File: src/rtl/cu_edge_data_accumulate_control.sv
// cu_edge_data_accumulate_control
//
// Purpose: sits after the edge-data read stage of the CSR PageRank push
// compute unit. It takes the (dest id, data) stream, which cannot be
// back-pressured, and merges consecutive updates to the same destination
// vertex into one running sum. Finished sums are queued in an output FIFO
// that feeds the vertex write-command stage. A flush/done handshake drains
// everything at the end of an iteration.
//
// Ports:
//   clock, rstn              clock, asynchronous active-low reset
//   enabled_in               block enable, used one cycle after it arrives
//   edge_valid_in            edge record valid (always accepted)
//   edge_cu_id_in/id/data    originating cu id, destination vertex, value
//   flush_in                 level request to drain accumulator and FIFO
//   write_ready_in           downstream accepts the head entry
//   write_valid_out          head entry valid
//   write_cu_id/id/data_out  head entry contents
//   almost_full_out          FIFO occupancy >= ALMOST_FULL_TH
//   overflow_out             sticky, an eviction was dropped
//   done_out                 flush complete
//   edge_count_out           accepted edge records (wraps)
module cu_edge_data_accumulate_control #(
  parameter int DATA_W         = 32,
  parameter int ID_W           = 32,
  parameter int CU_ID_W        = 8,
  parameter int FIFO_DEPTH     = 16,
  parameter int ALMOST_FULL_TH = 12
) (
  input  logic               clock,
  input  logic               rstn,
  input  logic               enabled_in,
  input  logic               edge_valid_in,
  input  logic [CU_ID_W-1:0] edge_cu_id_in,
  input  logic [ID_W-1:0]    edge_id_in,
  input  logic [DATA_W-1:0]  edge_data_in,
  input  logic               flush_in,
  input  logic               write_ready_in,
  output logic               write_valid_out,
  output logic [CU_ID_W-1:0] write_cu_id_out,
  output logic [ID_W-1:0]    write_id_out,
  output logic [DATA_W-1:0]  write_data_out,
  output logic               almost_full_out,
  output logic               overflow_out,
  output logic               done_out,
  output logic [31:0]        edge_count_out
);

  localparam int PTR_W = $clog2(FIFO_DEPTH);
  localparam int CNT_W = PTR_W + 1;

  typedef enum logic [1:0] {ST_IDLE, ST_ACCUM, ST_FLUSH, ST_DONE} state_t;

  typedef struct packed {
    logic [CU_ID_W-1:0] cu_id;
    logic [ID_W-1:0]    id;
    logic [DATA_W-1:0]  data;
  } entry_t;

  logic               enabled_q;
  logic               s1_valid_q, s1_valid_d;
  logic [CU_ID_W-1:0] s1_cu_q, s1_cu_d;
  logic [ID_W-1:0]    s1_id_q, s1_id_d;
  logic [DATA_W-1:0]  s1_data_q, s1_data_d;
  logic               acc_valid_q, acc_valid_d;
  logic [CU_ID_W-1:0] acc_cu_q, acc_cu_d;
  logic [ID_W-1:0]    acc_id_q, acc_id_d;
  logic [DATA_W-1:0]  acc_sum_q, acc_sum_d;
  state_t             state_q, state_d;
  logic [31:0]        edge_count_q, edge_count_d;
  logic               overflow_q, overflow_d;
  entry_t             fifo_mem_q [FIFO_DEPTH];
  entry_t             fifo_mem_d [FIFO_DEPTH];
  logic [PTR_W-1:0]   rd_ptr_q, rd_ptr_d;
  logic [PTR_W-1:0]   wr_ptr_q, wr_ptr_d;
  logic [CNT_W-1:0]   count_q, count_d;

  logic   push;
  logic   pop;
  logic   fifo_full;
  entry_t push_entry;

  // FIFO storage is reset too, so the head outputs read 0 straight out of reset.
  always_ff @(posedge clock or negedge rstn) begin
    if (!rstn) begin
      enabled_q    <= 1'b0;
      s1_valid_q   <= 1'b0;
      s1_cu_q      <= '0;
      s1_id_q      <= '0;
      s1_data_q    <= '0;
      acc_valid_q  <= 1'b0;
      acc_cu_q     <= '0;
      acc_id_q     <= '0;
      acc_sum_q    <= '0;
      state_q      <= ST_IDLE;
      edge_count_q <= '0;
      overflow_q   <= 1'b0;
      fifo_mem_q   <= '{default: '0};
      rd_ptr_q     <= '0;
      wr_ptr_q     <= '0;
      count_q      <= '0;
    end else begin
      enabled_q    <= enabled_in;
      s1_valid_q   <= s1_valid_d;
      s1_cu_q      <= s1_cu_d;
      s1_id_q      <= s1_id_d;
      s1_data_q    <= s1_data_d;
      acc_valid_q  <= acc_valid_d;
      acc_cu_q     <= acc_cu_d;
      acc_id_q     <= acc_id_d;
      acc_sum_q    <= acc_sum_d;
      state_q      <= state_d;
      edge_count_q <= edge_count_d;
      overflow_q   <= overflow_d;
      fifo_mem_q   <= fifo_mem_d;
      rd_ptr_q     <= rd_ptr_d;
      wr_ptr_q     <= wr_ptr_d;
      count_q      <= count_d;
    end
  end

  assign fifo_full       = (count_q == CNT_W'(FIFO_DEPTH));
  assign write_valid_out = enabled_q && (count_q != '0);
  assign pop             = write_valid_out && write_ready_in;

  always_comb begin
    s1_valid_d   = s1_valid_q;
    s1_cu_d      = s1_cu_q;
    s1_id_d      = s1_id_q;
    s1_data_d    = s1_data_q;
    acc_valid_d  = acc_valid_q;
    acc_cu_d     = acc_cu_q;
    acc_id_d     = acc_id_q;
    acc_sum_d    = acc_sum_q;
    state_d      = state_q;
    edge_count_d = edge_count_q;
    overflow_d   = overflow_q;
    fifo_mem_d   = fifo_mem_q;
    rd_ptr_d     = rd_ptr_q;
    wr_ptr_d     = wr_ptr_q;
    count_d      = count_q;
    push         = 1'b0;
    push_entry   = '{cu_id: acc_cu_q, id: acc_id_q, data: acc_sum_q};

    // While disabled nothing moves: no capture, no merge, no FSM step.
    if (enabled_q) begin
      s1_valid_d = edge_valid_in;
      s1_cu_d    = edge_cu_id_in;
      s1_id_d    = edge_id_in;
      s1_data_d  = edge_data_in;

      // An incoming record always wins over the flush-time eviction.
      if (s1_valid_q) begin
        edge_count_d = edge_count_q + 32'd1;
        if (acc_valid_q && (acc_id_q == s1_id_q)) begin
          acc_sum_d = acc_sum_q + s1_data_q;
        end else begin
          push        = acc_valid_q;
          acc_valid_d = 1'b1;
          acc_cu_d    = s1_cu_q;
          acc_id_d    = s1_id_q;
          acc_sum_d   = s1_data_q;
        end
      end else if ((state_q == ST_FLUSH) && acc_valid_q) begin
        push        = 1'b1;
        acc_valid_d = 1'b0;
      end

      case (state_q)
        ST_IDLE: begin
          if (flush_in)        state_d = ST_FLUSH;
          else if (s1_valid_q) state_d = ST_ACCUM;
        end
        ST_ACCUM: begin
          if (flush_in) state_d = ST_FLUSH;
        end
        ST_FLUSH: begin
          if (!s1_valid_q && !acc_valid_q && (count_q == '0)) state_d = ST_DONE;
        end
        ST_DONE: begin
          if (s1_valid_q)     state_d = ST_FLUSH;
          else if (!flush_in) state_d = ST_IDLE;
        end
        default: state_d = ST_IDLE;
      endcase
    end

    // Pop frees the head slot first, so a push at full with a pop still fits;
    // wr_ptr equals rd_ptr when full, and the old head is read out this cycle.
    if (pop) begin
      rd_ptr_d = rd_ptr_q + PTR_W'(1);
    end
    if (push) begin
      if (fifo_full && !pop) begin
        overflow_d = 1'b1;
      end else begin
        fifo_mem_d[wr_ptr_q] = push_entry;
        wr_ptr_d             = wr_ptr_q + PTR_W'(1);
      end
    end
    if (push && !fifo_full && !pop) begin
      count_d = count_q + CNT_W'(1);
    end else if (pop && !push) begin
      count_d = count_q - CNT_W'(1);
    end
  end

  assign write_cu_id_out = fifo_mem_q[rd_ptr_q].cu_id;
  assign write_id_out    = fifo_mem_q[rd_ptr_q].id;
  assign write_data_out  = fifo_mem_q[rd_ptr_q].data;
  assign almost_full_out = (count_q >= CNT_W'(ALMOST_FULL_TH));
  assign overflow_out    = overflow_q;
  assign done_out        = (state_q == ST_DONE);
  assign edge_count_out  = edge_count_q;

endmodule
File: config.mk
export PLATFORM = sky130hd
export DESIGN_NAME = cu_edge_data_accumulate_control
export DESIGN_NICKNAME = d
export VERILOG_FILES = /design/src/rtl/cu_edge_data_accumulate_control.sv
export SDC_FILE = /design/constraint.sdc
export NUM_CORES = 2
export LEC_CHECK = 0
export BUFFER_PORTS_ARGS = -buffer_cell sky130_fd_sc_hd__buf_2
export CAP_MARGIN = 20
export CORE_MARGIN = 3
export CORE_UTILIZATION = 45
export DETAILED_ROUTE_END_ITERATION = 8
export PLACE_DENSITY = 0.63
export SLEW_MARGIN = 30
export SYNTH_ARGS = -nofsm -noshare
export SYNTH_HDL_FRONTEND = slang
export SYNTH_SLANG_ARGS = --single-unit
File: constraint.sdc
create_clock -name clock -period 6.4 [get_ports clock]
set_input_delay 1.28 -clock clock [delete_from_list [all_inputs] [get_ports clock]]
set_output_delay 1.28 -clock clock [all_outputs]
set_load 0.005 [all_outputs]
# After elaboration in Yosys (flattened, before gate mapping)
# Cells that the tools add are included.
# totals
register_bits,1347
in_bits,78
out_inout_bits,108
# op_classes
add_sub_neg,6
order_cmp,4
eq_ne,10
n_mux,23
bitwise_logic,4
reduce_logical,27
# ops
operator,n
$bwmux 1152,1
$bmux 72 s4,1
$demux 72 s4,1
$mux 72,3
$add 32x1->32 const B,1
$add 32x32->32,1
$eq 32x32->1,1
$mux 32,1
$mux 2,6
$logic_and 1x1->1,11
$ge 5x5->1 const B,2
$mux 5,2
$not 4->5,2
$add 4x1->4 const B,2
$pmux 2 s4,1
$mux 1,7
$reduce_and 2->1,3
$reduce_and 3->1,2
$add 5x1->5 const B,1
$eq 5x5->1 const B,1
$ge 5x4->1 const B,1
$logic_not 1->1,5
$logic_not 5->1,1
$lt 5x1->1 const B,1
other kinds (12),16

# Depth between registers and ports, before layout
# logic_depth
word_depth,9
mapped_depth,16
ltp_nobuf,15

# Worst setup path before layout
# No wires, ideal clock.
# synth_timing
kind,register to output
startpoint,reg rd_ptr_q[0]
endpoint,out write_data_out[31]
t_arrival_ns,2.457
required_time_ns,5.120
slack_ns,2.663
path_stages_with_launch,6
n_path_buf,3
cell_sequence,dfrtp_1 > clkbuf_1 > clkbuf_1 > buf_1 > mux4_2 > mux4_2
# synth_between
elab_chain_len,4
# synth_lines
item,line,source
start: declaration,74,"logic [PTR_W-1:0] rd_ptr_q, rd_ptr_d;"
start signal: assignment,116,rd_ptr_q <= rd_ptr_d;
$not 4->5 (not written as such),210,assign write_data_out = fifo_mem_q[rd_ptr_q].data;
$bmux 72 s4,210,
$mux 72 (not written as such) (2 in a row),210,
end: declaration,42,"output logic [DATA_W-1:0] write_data_out,"
# No other way between the ends. The select of a mux whose other input is x is not followed.

# Worst setup path after layout
# layout_timing
startpoint,reg rd_ptr_q[0]
endpoint,out write_id_out[4]
# layout_between
elab_chain_len,4
# layout_lines
item,line,source
$not 4->5 (not written as such),209,assign write_id_out = fifo_mem_q[rd_ptr_q].id;
$bmux 72 s4,209,
$mux 72 (2 in a row),--,
end: declaration,41,"output logic [ID_W-1:0] write_id_out,"
# No other way between the ends. The select of a mux whose other input is x is not followed.

==> run_summary.xml <==
<?xml version="1.0" encoding="UTF-8"?>
<metrics>
  <group name="power">
    <metric name="clock_power_share" unit="%">26.8</metric>
    <metric name="comb_power_share" unit="%">30.0</metric>
    <metric name="power.share.sequential" unit="%">43.2</metric>
    <metric name="lkg_pwr" unit="nW">31.7</metric>
    <metric name="power-per-cell-area" unit="mW/mm^2">461</metric>
    <metric name="power_switching_share" unit="%">30.4</metric>
    <metric name="power.ir.vdd_worst" unit="uV">255</metric>
    <metric name="switchingPower" unit="mW">9.63</metric>
    <metric name="cell_internal_pwr" unit="mW">22.1</metric>
    <metric name="p_total" unit="mW">31.7</metric>
  </group>
  <group name="timing">
    <metric name="max_freq" unit="MHz">208</metric>
    <metric name="timing.max_slew.rel_slack" unit="%">35.4</metric>
    <metric name="timing.final.max_slew_violations" unit="">0</metric>
    <metric name="report.final.setup_viol" unit="">0</metric>
    <metric name="final.hold.worst_slack" unit="ns">0.481</metric>
    <metric name="totalNegativeSetupSlack" unit="ns">0</metric>
    <metric name="layout_worst_path_cycle_share" unit="%">75.0</metric>
    <metric name="grt_setup_unrepaired" unit="">false</metric>
    <metric name="worst_margin_slew" unit="ns">0.970</metric>
    <metric name="period_needed" unit="ns">4.80</metric>
    <metric name="hold_viol_final" unit="">0</metric>
    <metric name="timing.clock.skew" unit="ns">0.0351</metric>
  </group>
  <group name="drt">
    <metric name="drt_drc_violations_left" unit="">0</metric>
    <metric name="first_pass_iters" unit="">7</metric>
    <metric name="initialDrtViolationCount" unit="">2431</metric>
    <metric name="vias" unit="">33920</metric>
    <metric name="vias_per_cell" unit="">5.81</metric>
    <metric name="drt_wl_total" unit="mm">152</metric>
    <metric name="wire_per_inst" unit="um">26.1</metric>
    <metric name="ant_nets" unit="">0</metric>
  </group>
  <group name="global_routing">
    <metric name="antenna_found_initial" unit="">2</metric>
    <metric name="grt-ovfl-total" unit="">0</metric>
    <metric name="grt_pass1_wl" unit="mm">234</metric>
    <metric name="first_global_vias" unit="">35682</metric>
    <metric name="overall_fraction_of_global_route_tracks_in_use" unit="%">21.9</metric>
    <metric name="grt_max_degree" unit="">150</metric>
  </group>
  <group name="clock_network">
    <metric name="cts-htree-levels" unit="">4</metric>
    <metric name="clkSinkCount" unit="">1347</metric>
    <metric name="postCtsResizedCells" unit="">0</metric>
    <metric name="cts_inserted_buffers" unit="">148</metric>
    <metric name="library_cell_used_as_clock_root_buffer" unit="">sky130_fd_sc_hd__clkbuf_16</metric>
    <metric name="post_cts_hold_fix_bufs" unit="">0</metric>
    <metric name="clkLatencyLatePin" unit="ns">0.78</metric>
    <metric name="ctsLongestPathBuffers" unit="">3</metric>
    <metric name="worst_setup_hold_path_clk_slew" unit="ns">0.06</metric>
    <metric name="tritoncts" unit="">done</metric>
    <metric name="post-cts-setup-buffers" unit="">0</metric>
  </group>
  <group name="finish">
    <metric name="post_layout_nonfiller_instances" unit="">5841</metric>
    <metric name="mostFrequentLayoutCells" unit="">sky130_fd_sc_hd__dfrtp_1 (1,342), sky130_fd_sc_hd__mux2_2 (1,182), sky130_fd_sc_hd__mux4_2 (360)</metric>
    <metric name="nNetsFinal" unit="">4067</metric>
    <metric name="area.growth.synth_to_final" unit="%">11.8</metric>
    <metric name="layout_commonest_cell" unit="">sky130_fd_sc_hd__dfrtp_1</metric>
    <metric name="drive_gt1_share" unit="%">50.6</metric>
  </group>
  <group name="floorplan">
    <metric name="height_of_the_die" unit="um">376</metric>
    <metric name="fp.dieArea" unit="sq mm">0.141</metric>
    <metric name="core_area" unit="sq mm">0.136</metric>
    <metric name="boundaryPins" unit="">186</metric>
    <metric name="rows" unit="">135</metric>
    <metric name="initial_core_utilization" unit="%">45.4</metric>
    <metric name="dieWidth" unit="um">376</metric>
  </group>
  <group name="synth">
    <metric name="synth_simple_gate_area_share" unit="%">1.99</metric>
    <metric name="synth_cell_type_count" unit="">57</metric>
    <metric name="yosysWarningCount" unit="">0</metric>
    <metric name="post_synth_instance_area" unit="sq mm">0.0615</metric>
    <metric name="synth_compound_gate_area_share" unit="%">1.64</metric>
    <metric name="synthesis.instances" unit="">3879</metric>
    <metric name="adder_cell_fraction_of_synth_area" unit="%">0.879</metric>
    <metric name="synth_top_family_by_area" unit="">multiplexers</metric>
    <metric name="synth_top_flop_cell" unit="">sky130_fd_sc_hd__dfrtp_1</metric>
    <metric name="share_of_the_yosys_chip_area_belonging_to_registers" unit="%">54.8</metric>
    <metric name="synthesis.nets" unit="">3999</metric>
    <metric name="synth_enable_flop_cells" unit="">0</metric>
    <metric name="synth-xor-area-share" unit="%">1.37</metric>
    <metric name="synthArstFlopShare" unit="%">100</metric>
    <metric name="avgSynthCellArea" unit="sq um">15.9</metric>
    <metric name="number_of_flip_flops_and_latches_in_the_synthesized_netlist" unit="">1347</metric>
    <metric name="synth.area.mux_share" unit="%">36.5</metric>
  </group>
  <group name="critical_path">
    <metric name="criticalPathCategory" unit="">register to output port</metric>
    <metric name="cp_startpoint_kind" unit="">register</metric>
    <metric name="critical_path_required" unit="ns">5.12</metric>
    <metric name="cp_max_fo" unit="">51</metric>
    <metric name="timing.critical_path.to_type" unit="">output port</metric>
    <metric name="critPathArrivalTime" unit="ns">3.52</metric>
    <metric name="cp_slowest_cell" unit="">sky130_fd_sc_hd__dfrtp_4</metric>
    <metric name="ordered_cell_list_for_the_critical_path" unit="">buf_12, mux4_2, mux4_2, buf_2</metric>
    <metric name="critPathMaxStageDelay" unit="ns">0.91</metric>
    <metric name="most_common_cell_on_crit_path" unit="">sky130_fd_sc_hd__mux4_2</metric>
  </group>
  <group name="placement">
    <metric name="place.port_buffers" unit="">185</metric>
    <metric name="routabilityCongestion" unit="">0.793</metric>
    <metric name="placed_wire_length_estimate_after_detailed_placement" unit="mm">86.3</metric>
    <metric name="dpl.cell_count" unit="">5578</metric>
  </group>
  <group name="min_path">
    <metric name="hold_class" unit="">primary input to asynchronous set/reset pin</metric>
  </group>
  <group name="run_status">
    <metric name="outcome" unit="">finished clean</metric>
  </group>
  <group name="job">
    <metric name="drv_cap" unit="">0</metric>
  </group>
</metrics>
worst paths after layout:
check,from,endpoint,slack (ns),depth (start not counted)
setup reg to reg,acc_id_q[22]$_DFFE_PN0P_,fifo_mem_q[174]$_DFFE_PN0P_,1.61,10
max in group asynchronous,rstn,enabled_q$_DFF_PN0_,4.36,2
setup / recovery,rd_ptr_q[0]$_DFFE_PN0P_,write_id_out[4],1.60,4
hold reg to reg,fifo_mem_q[68]$_DFFE_PN0P_,fifo_mem_q[68]$_DFFE_PN0P_,0.48,1
min in group clock,fifo_mem_q[68]$_DFFE_PN0P_,fifo_mem_q[68]$_DFFE_PN0P_,0.48,1
hold / removal,rstn,edge_count_out[13]$_DFFE_PN0P_,0.48,1
per-layer routing:
metal  GRT usage (%)  part of all wire [%]
met4            6.38                   2.6
met2            34.1                    46
met3            3.82                   4.7
met1            31.9                    46
met5               0                     0
power groups by stage:
stage / Sequential, mW / Combinational, mW / Clock [mW]
3_5_place_dp: 13.8 / 9.68 / 0
3_3_place_gp: 13.8 / 9.44 / 0
2_1_floorplan: 12.6 / 7.65 / 0
4_1_cts: 13.7 / 9.71 / 8.72
6_report: 13.7 / 9.53 / 8.49
5_1_grt: 14.1 / 10.3 / 9.08
cell usage after synthesis (8+ instances only):
cell type | n | area share [%]
sky130_fd_sc_hd__dfrtp_1 | 1347 | 55
sky130_fd_sc_hd__mux2_2 | 1182 | 22
sky130_fd_sc_hd__mux4_2 | 360 | 13
sky130_fd_sc_hd__clkbuf_1 | 122 | 0.74
sky130_fd_sc_hd__mux2_1 | 83 | 1.5
sky130_fd_sc_hd__buf_4 | 82 | 1.0
sky130_fd_sc_hd__buf_1 | 78 | 0.48
sky130_fd_sc_hd__nand2_1 | 74 | 0.45
sky130_fd_sc_hd__o21ai_0 | 56 | 0.46
sky130_fd_sc_hd__buf_2 | 53 | 0.43
sky130_fd_sc_hd__xor2_1 | 52 | 0.74
sky130_fd_sc_hd__a21oi_1 | 45 | 0.37
sky130_fd_sc_hd__xnor2_1 | 44 | 0.63
sky130_fd_sc_hd__nor2_1 | 41 | 0.25
sky130_fd_sc_hd__ha_1 | 40 | 0.81
sky130_fd_sc_hd__nand3_1 | 24 | 0.20
sky130_fd_sc_hd__a21o_1 | 22 | 0.27
sky130_fd_sc_hd__and2_1 | 16 | 0.16
sky130_fd_sc_hd__and3_1 | 15 | 0.15
sky130_fd_sc_hd__inv_1 | 15 | 0.092
sky130_fd_sc_hd__nor3_1 | 12 | 0.098
sky130_fd_sc_hd__mux2i_1 | 11 | 0.18
sky130_fd_sc_hd__nor4_1 | 11 | 0.11
sky130_fd_sc_hd__nor2b_1 | 8 | 0.081
final cells by class:
class                   count  area [sq um]
fillers                 11332         66800
flip-flops and latches   1347         33700
multi-input cells        2172         26100
clock buffers             224          4340
well taps                1781          2230
repair buffers            261          1810
clock inverters            38           504
inverters                  17          63.8
diodes                      1          2.50
cells by family after synthesis:
family / after synthesis
adders and majority gates: 42
xor gates and xnor gates: 96
AOI/OAI and AO/OA: 165
DFF: 1347
and+or+nand+nor: 233
muxes: 1636
buffers and inverters: 360
stage by stage:
stage / util (%) / worst slack (ns) / cell area, sq um
floorplan: - / 2.66 / 61500
global placement: 47.1 / 1.61 / 63900
detailed placement: 47.1 / 1.60 / 63900
CTS: 50.7 / 1.45 / 68800
global route: 50.7 / 1.38 / 68800
finish: 50.7 / 1.60 / 68800
sequential cells by signal, summed over array words and instances, names as in the netlist:
name            count
count_q             5
state_q             2
s1_cu_q             8
edge_count_out     32
acc_valid_q         1
rd_ptr_q            4
overflow_out        1
fifo_mem_q       1152
wr_ptr_q            4
s1_id_q            32
s1_valid_q          1
acc_cu_q            8
s1_data_q          32
acc_id_q           32
enabled_q           1
acc_sum_q          32
worst max-delay path, delay by kind of cell, from the launching register on:
kind | cells | cell delay [ns]
mux | 2 | 1.17
flops | 1 | 0.91
buf+inv | 2 | 0.62
No activity file was read; power rests on OpenSTA's default activity.
